**src/rtl/pwm_dc_sequencer.sv**
```systemverilog
// Duty-cycle table sequencer that masters the PWM register write port.
// The host keeps priority; the sequencer issues one write per step.
module pwm_dc_sequencer #(
   parameter int unsigned DEPTH  = 8,
   parameter int unsigned AW     = 3,
   parameter int unsigned TICK_W = 24
) (
   input  logic        clk_i,
   input  logic        rst_ni,
   input  logic        cfg_we_i,
   input  logic [7:0]  cfg_addr_i,
   input  logic [31:0] cfg_wdata_i,
   output logic [31:0] cfg_rdata_o,
   input  logic        host_re_i,
   input  logic        host_we_i,
   input  logic [7:0]  host_addr_i,
   input  logic [31:0] host_wdata_i,
   output logic        pwm_re_o,
   output logic        pwm_we_o,
   output logic [7:0]  pwm_addr_o,
   output logic [31:0] pwm_wdata_o,
   output logic        busy_o,
   output logic        irq_o
);

   typedef enum logic [1:0] {
      IDLE  = 2'd0,
      ISSUE = 2'd1,
      WAIT  = 2'd2,
      DONE  = 2'd3
   } state_e;

   localparam logic [7:0]  ADDR_DC1 = 8'd12;
   localparam logic [7:0]  ADDR_DC2 = 8'd28;
   localparam logic [AW:0] LEN_MAX  = (AW+1)'(DEPTH);
   localparam logic [31:0] TBL_END  = 32'(64 + 4 * DEPTH);

   logic              en_q, loop_q, chan_q, irq_en_q, irq_q;
   logic [TICK_W-1:0] step_q, cnt_q;
   logic [AW:0]       len_q;
   logic [AW-1:0]     idx_q;
   logic [15:0]       tbl_q [DEPTH];
   state_e            state_q;

   logic          host_act, seq_wr, ctrl_hit, tbl_hit;
   logic          last, step_end;
   logic [AW-1:0] tbl_idx;

   assign host_act = host_re_i | host_we_i;
   assign seq_wr   = en_q & (state_q == ISSUE) & ~host_act;
   assign ctrl_hit = cfg_we_i & (cfg_addr_i == 8'h00);
   assign tbl_hit  = (cfg_addr_i[1:0] == 2'b00) &
                     (cfg_addr_i >= 8'h40) &
                     (32'(cfg_addr_i) < TBL_END);
   assign tbl_idx  = AW'((cfg_addr_i - 8'h40) >> 2);

   // Ends a sequence when idx reaches LEN-1 or LEN was shrunk below idx+1.
   assign last     = ({1'b0, idx_q} + (AW+1)'(1)) >= len_q;
   assign step_end = (seq_wr & (step_q == '0)) |
                     ((state_q == WAIT) & (cnt_q == TICK_W'(1)));

   assign busy_o = (state_q == ISSUE) | (state_q == WAIT);
   assign irq_o  = irq_q;

   // Control, step and length registers written from the config port.
   always_ff @(posedge clk_i or negedge rst_ni) begin
      if (!rst_ni) begin
         en_q     <= 1'b0;
         loop_q   <= 1'b0;
         chan_q   <= 1'b0;
         irq_en_q <= 1'b0;
         step_q   <= '0;
         len_q    <= '0;
      end else if (cfg_we_i) begin
         case (cfg_addr_i)
            8'h00: {irq_en_q, chan_q, loop_q, en_q} <= cfg_wdata_i[3:0];
            8'h04: step_q <= cfg_wdata_i[TICK_W-1:0];
            8'h08: len_q  <= (cfg_wdata_i > 32'(DEPTH)) ?
                             LEN_MAX : cfg_wdata_i[AW:0];
            default: ;
         endcase
      end
   end

   // Duty table storage, 16 bits per entry.
   always_ff @(posedge clk_i or negedge rst_ni) begin
      if (!rst_ni) begin
         for (int i = 0; i < DEPTH; i++) tbl_q[i] <= '0;
      end else if (cfg_we_i & tbl_hit) begin
         tbl_q[tbl_idx] <= cfg_wdata_i[15:0];
      end
   end

   // Sequencer FSM: index, interval counter and completion interrupt.
   always_ff @(posedge clk_i or negedge rst_ni) begin
      if (!rst_ni) begin
         state_q <= IDLE;
         idx_q   <= '0;
         cnt_q   <= '0;
         irq_q   <= 1'b0;
      end else begin
         if (ctrl_hit & cfg_wdata_i[4]) irq_q <= 1'b0;
         if (!en_q) begin
            state_q <= IDLE;
         end else begin
            unique case (state_q)
               IDLE: begin
                  if (len_q != '0) begin
                     idx_q   <= '0;
                     state_q <= ISSUE;
                  end
               end
               ISSUE: begin
                  if (seq_wr & (step_q != '0)) begin
                     cnt_q   <= step_q;
                     state_q <= WAIT;
                  end
               end
               WAIT: cnt_q <= cnt_q - TICK_W'(1);
               DONE: ;
            endcase
            if (step_end) begin
               if (!last) begin
                  idx_q   <= idx_q + AW'(1);
                  state_q <= ISSUE;
               end else if (loop_q) begin
                  idx_q   <= '0;
                  state_q <= ISSUE;
               end else begin
                  state_q <= DONE;
                  if (irq_en_q) irq_q <= 1'b1;
               end
            end
         end
      end
   end

   // PWM port mux: host first, then a sequencer write, else quiet.
   always_comb begin
      pwm_re_o    = 1'b0;
      pwm_we_o    = 1'b0;
      pwm_addr_o  = '0;
      pwm_wdata_o = '0;
      if (host_act) begin
         pwm_re_o    = host_re_i;
         pwm_we_o    = host_we_i;
         pwm_addr_o  = host_addr_i;
         pwm_wdata_o = host_wdata_i;
      end else if (seq_wr) begin
         pwm_we_o    = 1'b1;
         pwm_addr_o  = chan_q ? ADDR_DC2 : ADDR_DC1;
         pwm_wdata_o = {16'h0, tbl_q[idx_q]};
      end
   end

   // Config read-back decode.
   always_comb begin
      cfg_rdata_o = '0;
      if (tbl_hit) begin
         cfg_rdata_o[15:0] = tbl_q[tbl_idx];
      end else begin
         case (cfg_addr_i)
            8'h00: cfg_rdata_o[3:0] = {irq_en_q, chan_q, loop_q, en_q};
            8'h04: cfg_rdata_o[TICK_W-1:0] = step_q;
            8'h08: cfg_rdata_o[AW:0] = len_q;
            8'h0C: begin
               cfg_rdata_o[AW-1:0] = idx_q;
               cfg_rdata_o[8]      = busy_o;
               cfg_rdata_o[9]      = irq_q;
               cfg_rdata_o[11:10]  = state_q;
            end
            default: ;
         endcase
      end
   end

endmodule

```
**config.mk**
```make
export PLATFORM = sky130hd
export DESIGN_NAME = pwm_dc_sequencer
export DESIGN_NICKNAME = d
export VERILOG_FILES = /design/src/rtl/pwm_dc_sequencer.sv
export SDC_FILE = /design/constraint.sdc
export NUM_CORES = 1
export LEC_CHECK = 0
export CAP_MARGIN = 20
export CORE_ASPECT_RATIO = 1.1
export CORE_UTILIZATION = 46
export DETAILED_ROUTE_END_ITERATION = 7
export PLACE_DENSITY_LB_ADDON = 0.2
export RECOVER_POWER = 50
export SYNTH_ARGS = -nofsm -noshare
export SYNTH_HDL_FRONTEND = slang
export SYNTH_SLANG_ARGS = --single-unit
export TNS_END_PERCENT = 10
```
**constraint.sdc**
```tcl
create_clock -name clk_i -period 2.76 [get_ports clk_i]
set_input_delay 0.552 -clock clk_i [delete_from_list [all_inputs] [get_ports clk_i]]
set_output_delay 0.552 -clock clk_i [all_outputs]
set_load 0.02 [all_outputs]
```
**After elaboration in Yosys (flattened, before gate mapping)**

Cells that the tools add are included.

- Flip-flop bits (word level): 190
- Input port bits: 85
- Output and inout bits: 76
- Logic and storage cells: 113

- $add $sub $neg: 4
- Order comparisons: 7
- Eq/ne operators: 10
- Muxes and demuxes: 45
- Bitwise logic cells: 16
- Reductions and logical operators: 13

Operators by type and width:

| kind | count |
|---|---|
| $bwmux 128 | 1 |
| $mux 16 | 7 |
| $bmux 16 s3 | 2 |
| $demux 16 s3 | 1 |
| $pmux 24 s2 | 1 |
| $gt 32x4->1 const B | 1 |
| $mux 32 | 1 |
| $eq 24x1->1 const B | 1 |
| $logic_not 24->1 | 1 |
| $mux 24 | 1 |
| $reduce_bool 24->1 | 1 |
| $sub 24x1->24 const B | 1 |
| $eq 8x4->1 const B | 2 |
| $mux 8 | 2 |
| $mux 3 | 5 |
| $mux 12 | 1 |
| $mux 2 | 6 |
| $pmux 3 s4 | 1 |
| $and 1x1->1 | 10 |
| $mux 5 | 2 |
| $mux 1 | 9 |
| $eq 8x3->1 const B | 1 |
| $ge 4x4->1 const B | 2 |
| $ge 8x7->1 const B | 1 |
| 26 further kinds | 34 |

**Logic depth before layout (Yosys ltp)**

- Word-level depth: 9
- Gate-level depth with buffers: 10
- Gate-level depth less buffers: 9

**Worst setup path before layout**

Ideal clock, no wire load.

- Kind: input-to-output
- Start point: in cfg_addr_i[3]
- End point: out cfg_rdata_o[10]
- Arrival: 2.349 ns
- Data required time: 2.208 ns
- Slack: -0.141 ns
- Cell stages on the path: 6
- Path buffers: 3
- Cell sequence: clkbuf_1 buf_1 clkbuf_1 mux4_2 mux2i_1 o22ai_1

- Cells in the longest elaborated chain, start to end: 6
- Elaborated cells on any way between the ends: 13
- Those cells by class: add/sub (1); order compare (2); eq/ne (2); mux (5); bitwise (3)

RTL lines:

| element | line | source |
|---|---|---|
| start: declaration | 11 | `input logic [7:0] cfg_addr_i,` |
| $sub 5x1->5 | 55 | `assign tbl_idx = AW'((cfg_addr_i - 8'h40) >> 2);` |
| $not 3->4 (not written as such) | 160 | `cfg_rdata_o[15:0] = tbl_q[tbl_idx];` |
| $bmux 16 s3 | 160 |  |
| $mux 16 (not written as such) (2 in a row) | 160 |  |
| $mux 16 (*) | 159 | `if (tbl_hit) begin` |
| end: declaration | 13 | `output logic [31:0] cfg_rdata_o,` |

Mark *: on every way between the ends. The rest lies on a longest branch, timed or not. The select of a mux whose other input is x is not followed.

**Worst setup path in the final report**

- Start point: in cfg_addr_i[4]
- End point: out cfg_rdata_o[3]

Same word-level chain as after synthesis.

==> results.json <==
{
  "dp_cells": 1373,
  "drc": 0,
  "critPathCaptureType": "output pin",
  "cts_sinks": 190,
  "synthTopCellsByCount": "dfrtp_1, mux2_2, nand2_1, mux4_2, o21ai_0",
  "portBuffers": 152,
  "synth_top_cell_by_area": "dfrtp_1",
  "slew_violations": 64,
  "final_core_util_pct": 60.7,
  "vias_per_cell": 5.87,
  "final-seq-area_um2": 4760,
  "yosys_most_used_dff": "dfrtp_1",
  "skew_ps": 9.02,
  "synth_area_um2": 10800,
  "grt_pass1_wl_um": 48100,
  "synth.avg_cell_area_um2": 12.0,
  "r2r_slack_ps": 150,
  "status": "finished with violations",
  "min_to": "tbl_q[20]",
  "r2r_cells": 6,
  "ys_seq_elements": 190,
  "syn2layout_area_growth_pct": 29.1,
  "ir_drop_mv": 0.419,
  "grt_pass1_vias": 8297,
  "whs_path_depth": 2,
  "gp_congestion": 0.859,
  "dr.pass1.iters": 4,
  "cp.arrival_ps": 2180,
  "ys_warn_count": 0,
  "max_slew_margin_pct": -18.1,
  "drv_cap": 1,
  "drtAntennaViolNets": 0,
  "synth_cell_type_count": 57,
  "r2r_end": "state_q[1]",
  "cts_max_level": 4,
  "required_ps": 2210,
  "finalCriticalPeriod_ps": 2740,
  "grt_antenna_before_repair": 0,
  "leakage_nw": 6.42,
  "io_pins": 161,
  "clock_latency_ps": 440,
  "grt-ovfl-total": 0,
  "clockBufferDepth": 2,
  "dpl.hpwl_um": 21900,
  "cp_max_fo": 8,
  "syn_inst": 899,
  "clk_pin_slew_ps": 70,
  "power.density_nw_per_um2": 450,
  "critPathKind": "input port to output pin",
  "rows": 58,
  "critPathLaunchType": "input port",
  "synth_edf_count": 0,
  "finalNetCount": 1189,
  "route.vias.total": 8256,
  "worstMarginPinSlew_ps": 1770,
  "rr_startpoint": "cnt_q[19]",
  "hold_buffers": 0,
  "seq_area_frac_synth_pct": 44.1,
  "dieArea_um2": 24100,
  "fin_crit_sh_pct": 99.1,
  "setup_viol": 0,
  "ys_async_sr_fraction_pct": 100,
  "core_area_um2": 22900,
  "fmaxAchievable_ghz": 0.365,
  "fin_cells": 1407,
  "worstHoldStart": "tbl_q[20]",
  "layout-drive-gt1-share_pct": 37.9,
  "synth_most_common_cell": "dfrtp_1",
  "rsz0062_at_grt": "yes",
  "hold_viol": 0,
  "n_antenna_cell": 0,
  "drt-wirelength-per-cell_um": 21.7,
  "multi_input_area_um2": 5760,
  "grt_max_degree": 69,
  "tritoncts.num_buffers": 17,
  "synth.area.top_cells": "dfrtp_1, mux2_2, mux4_2",
  "grt_util_all_layers_pct": 26.7,
  "cts_tree": "yes",
  "finalPower_mw": 6.27,
  "yosysTopAreaCellShare_pct": 44.1,
  "die_height_um": 163,
  "num-fill-cells": 1880,
  "initialDrtViolationCount": 464,
  "hold_class": "flip-flop to flip-flop",
  "wl_um": 30500,
  "violations": "max-capacitance violations, max-slew violations",
  "root_buffer": "clkbuf_16",
  "fp.dieW_um": 148,
  "initial_core_util_pct": 47.0
}
## registers in the layout, indices dropped and copies added, names as in the netlist
register	count
en_q	1
irq_en_q	1
idx_q	3
loop_q	1
cnt_q	24
chan_q	1
tbl_q	128
step_q	24
irq_o	1
state_q	2
len_q	4
## how the worst max path moves through the flow
stage	from	endpoint	slack, ps	cells after the start
2_1_floorplan	cfg_addr_i[2]	cfg_rdata_o[12]	10	6
3_3_place_gp	cfg_addr_i[1]	cfg_rdata_o[15]	-810	10
3_5_place_dp	cfg_addr_i[1]	cfg_rdata_o[15]	-750	10
4_1_cts	host_we_i	pwm_wdata_o[23]	-40	5
5_1_grt	cfg_addr_i[1]	cfg_rdata_o[7]	-20	11
6_report	cfg_addr_i[4]	cfg_rdata_o[3]	20	7
## area by class of cell
class                   count  area share (%)
clock buffers              17            3.05
clock inverters            15            1.08
inverters                  17           0.476
multi-input cells         618            41.4
flip-flops and latches    190            34.1
well taps                 300            2.69
repair buffers            250            17.2
## power by group
part | switching, mW | total, mW | internal, mW | leakage (nW)
clock | 1.22 | 2.42 | 1.21 | 0.273
sequential | 0.100 | 3.00 | 2.90 | 2.59
combinational | 0.396 | 0.848 | 0.451 | 3.55
## metrics by stage
step           TNS, ps  cell area (µm²)  setup slack [ps]  hold slack [ps]
2_1_floorplan        0            10800              11.5              256
3_3_place_gp    -34650            13400              -811              477
3_5_place_dp    -28930            13400              -754              492
4_1_cts           -652            13900             -37.0              123
5_1_grt          -78.6            13900             -16.2              535
6_report             0            13900              24.0              507
## cells in the final DEF, fill, tap and decap left out, types with 20 or more instances in the layout
| master | instances |
|---|---|
| clkdlybuf4s50_1 | 79 |
| a21oi_1 | 21 |
| o21ai_0 | 39 |
| buf_2 | 26 |
| nand2_1 | 79 |
| buf_12 | 20 |
| o22a_1 | 23 |
| dfrtp_1 | 189 |
| mux2i_1 | 34 |
| mux2_2 | 144 |
| buf_4 | 78 |
| and2_1 | 29 |
| mux4_2 | 67 |
| nor2_1 | 30 |
## cells by family after synthesis
family | Yosys count | synth area share [%]
AND/OR/NAND/NOR | 206 | 9.57
adder cells (fa/ha/maj) | 10 | 1.16
flip-flops | 190 | 44.1
other | 1 | 0.0348
AO/OA/AOI/OAI | 139 | 8.27
buffers and inverters | 98 | 3.76
XOR/XNOR | 1 | 0.0812
multiplexers | 254 | 33.1
## critical path, cell delays in order
cell and delay, ps:
clkdlybuf4s50_1 490, buf_4 190, inv_4 130, buf_4 140
mux2i_1 280, o21ai_1 120, clkdlybuf4s15_2 270
## layer usage
layer	GRT usage [%]	vias to the layer above	share of wire, %
li1	-	3736	-
met1	36.0	4245	44
met2	43.9	236	49
met3	4.17	39	4.7
met4	9.18	0	2.1
met5	0	-	0
## repair_timing
action | CTS | global route
pin swaps | 3 | 3
setup buffers | 1 | 0
resized for setup | 232 | 60
setup endpoints to repair | 65 | 62
cloned | 1 | 0
endpoints found under the hold margin | 0 | 0
Note: power is estimated with default switching activity, not from simulation.
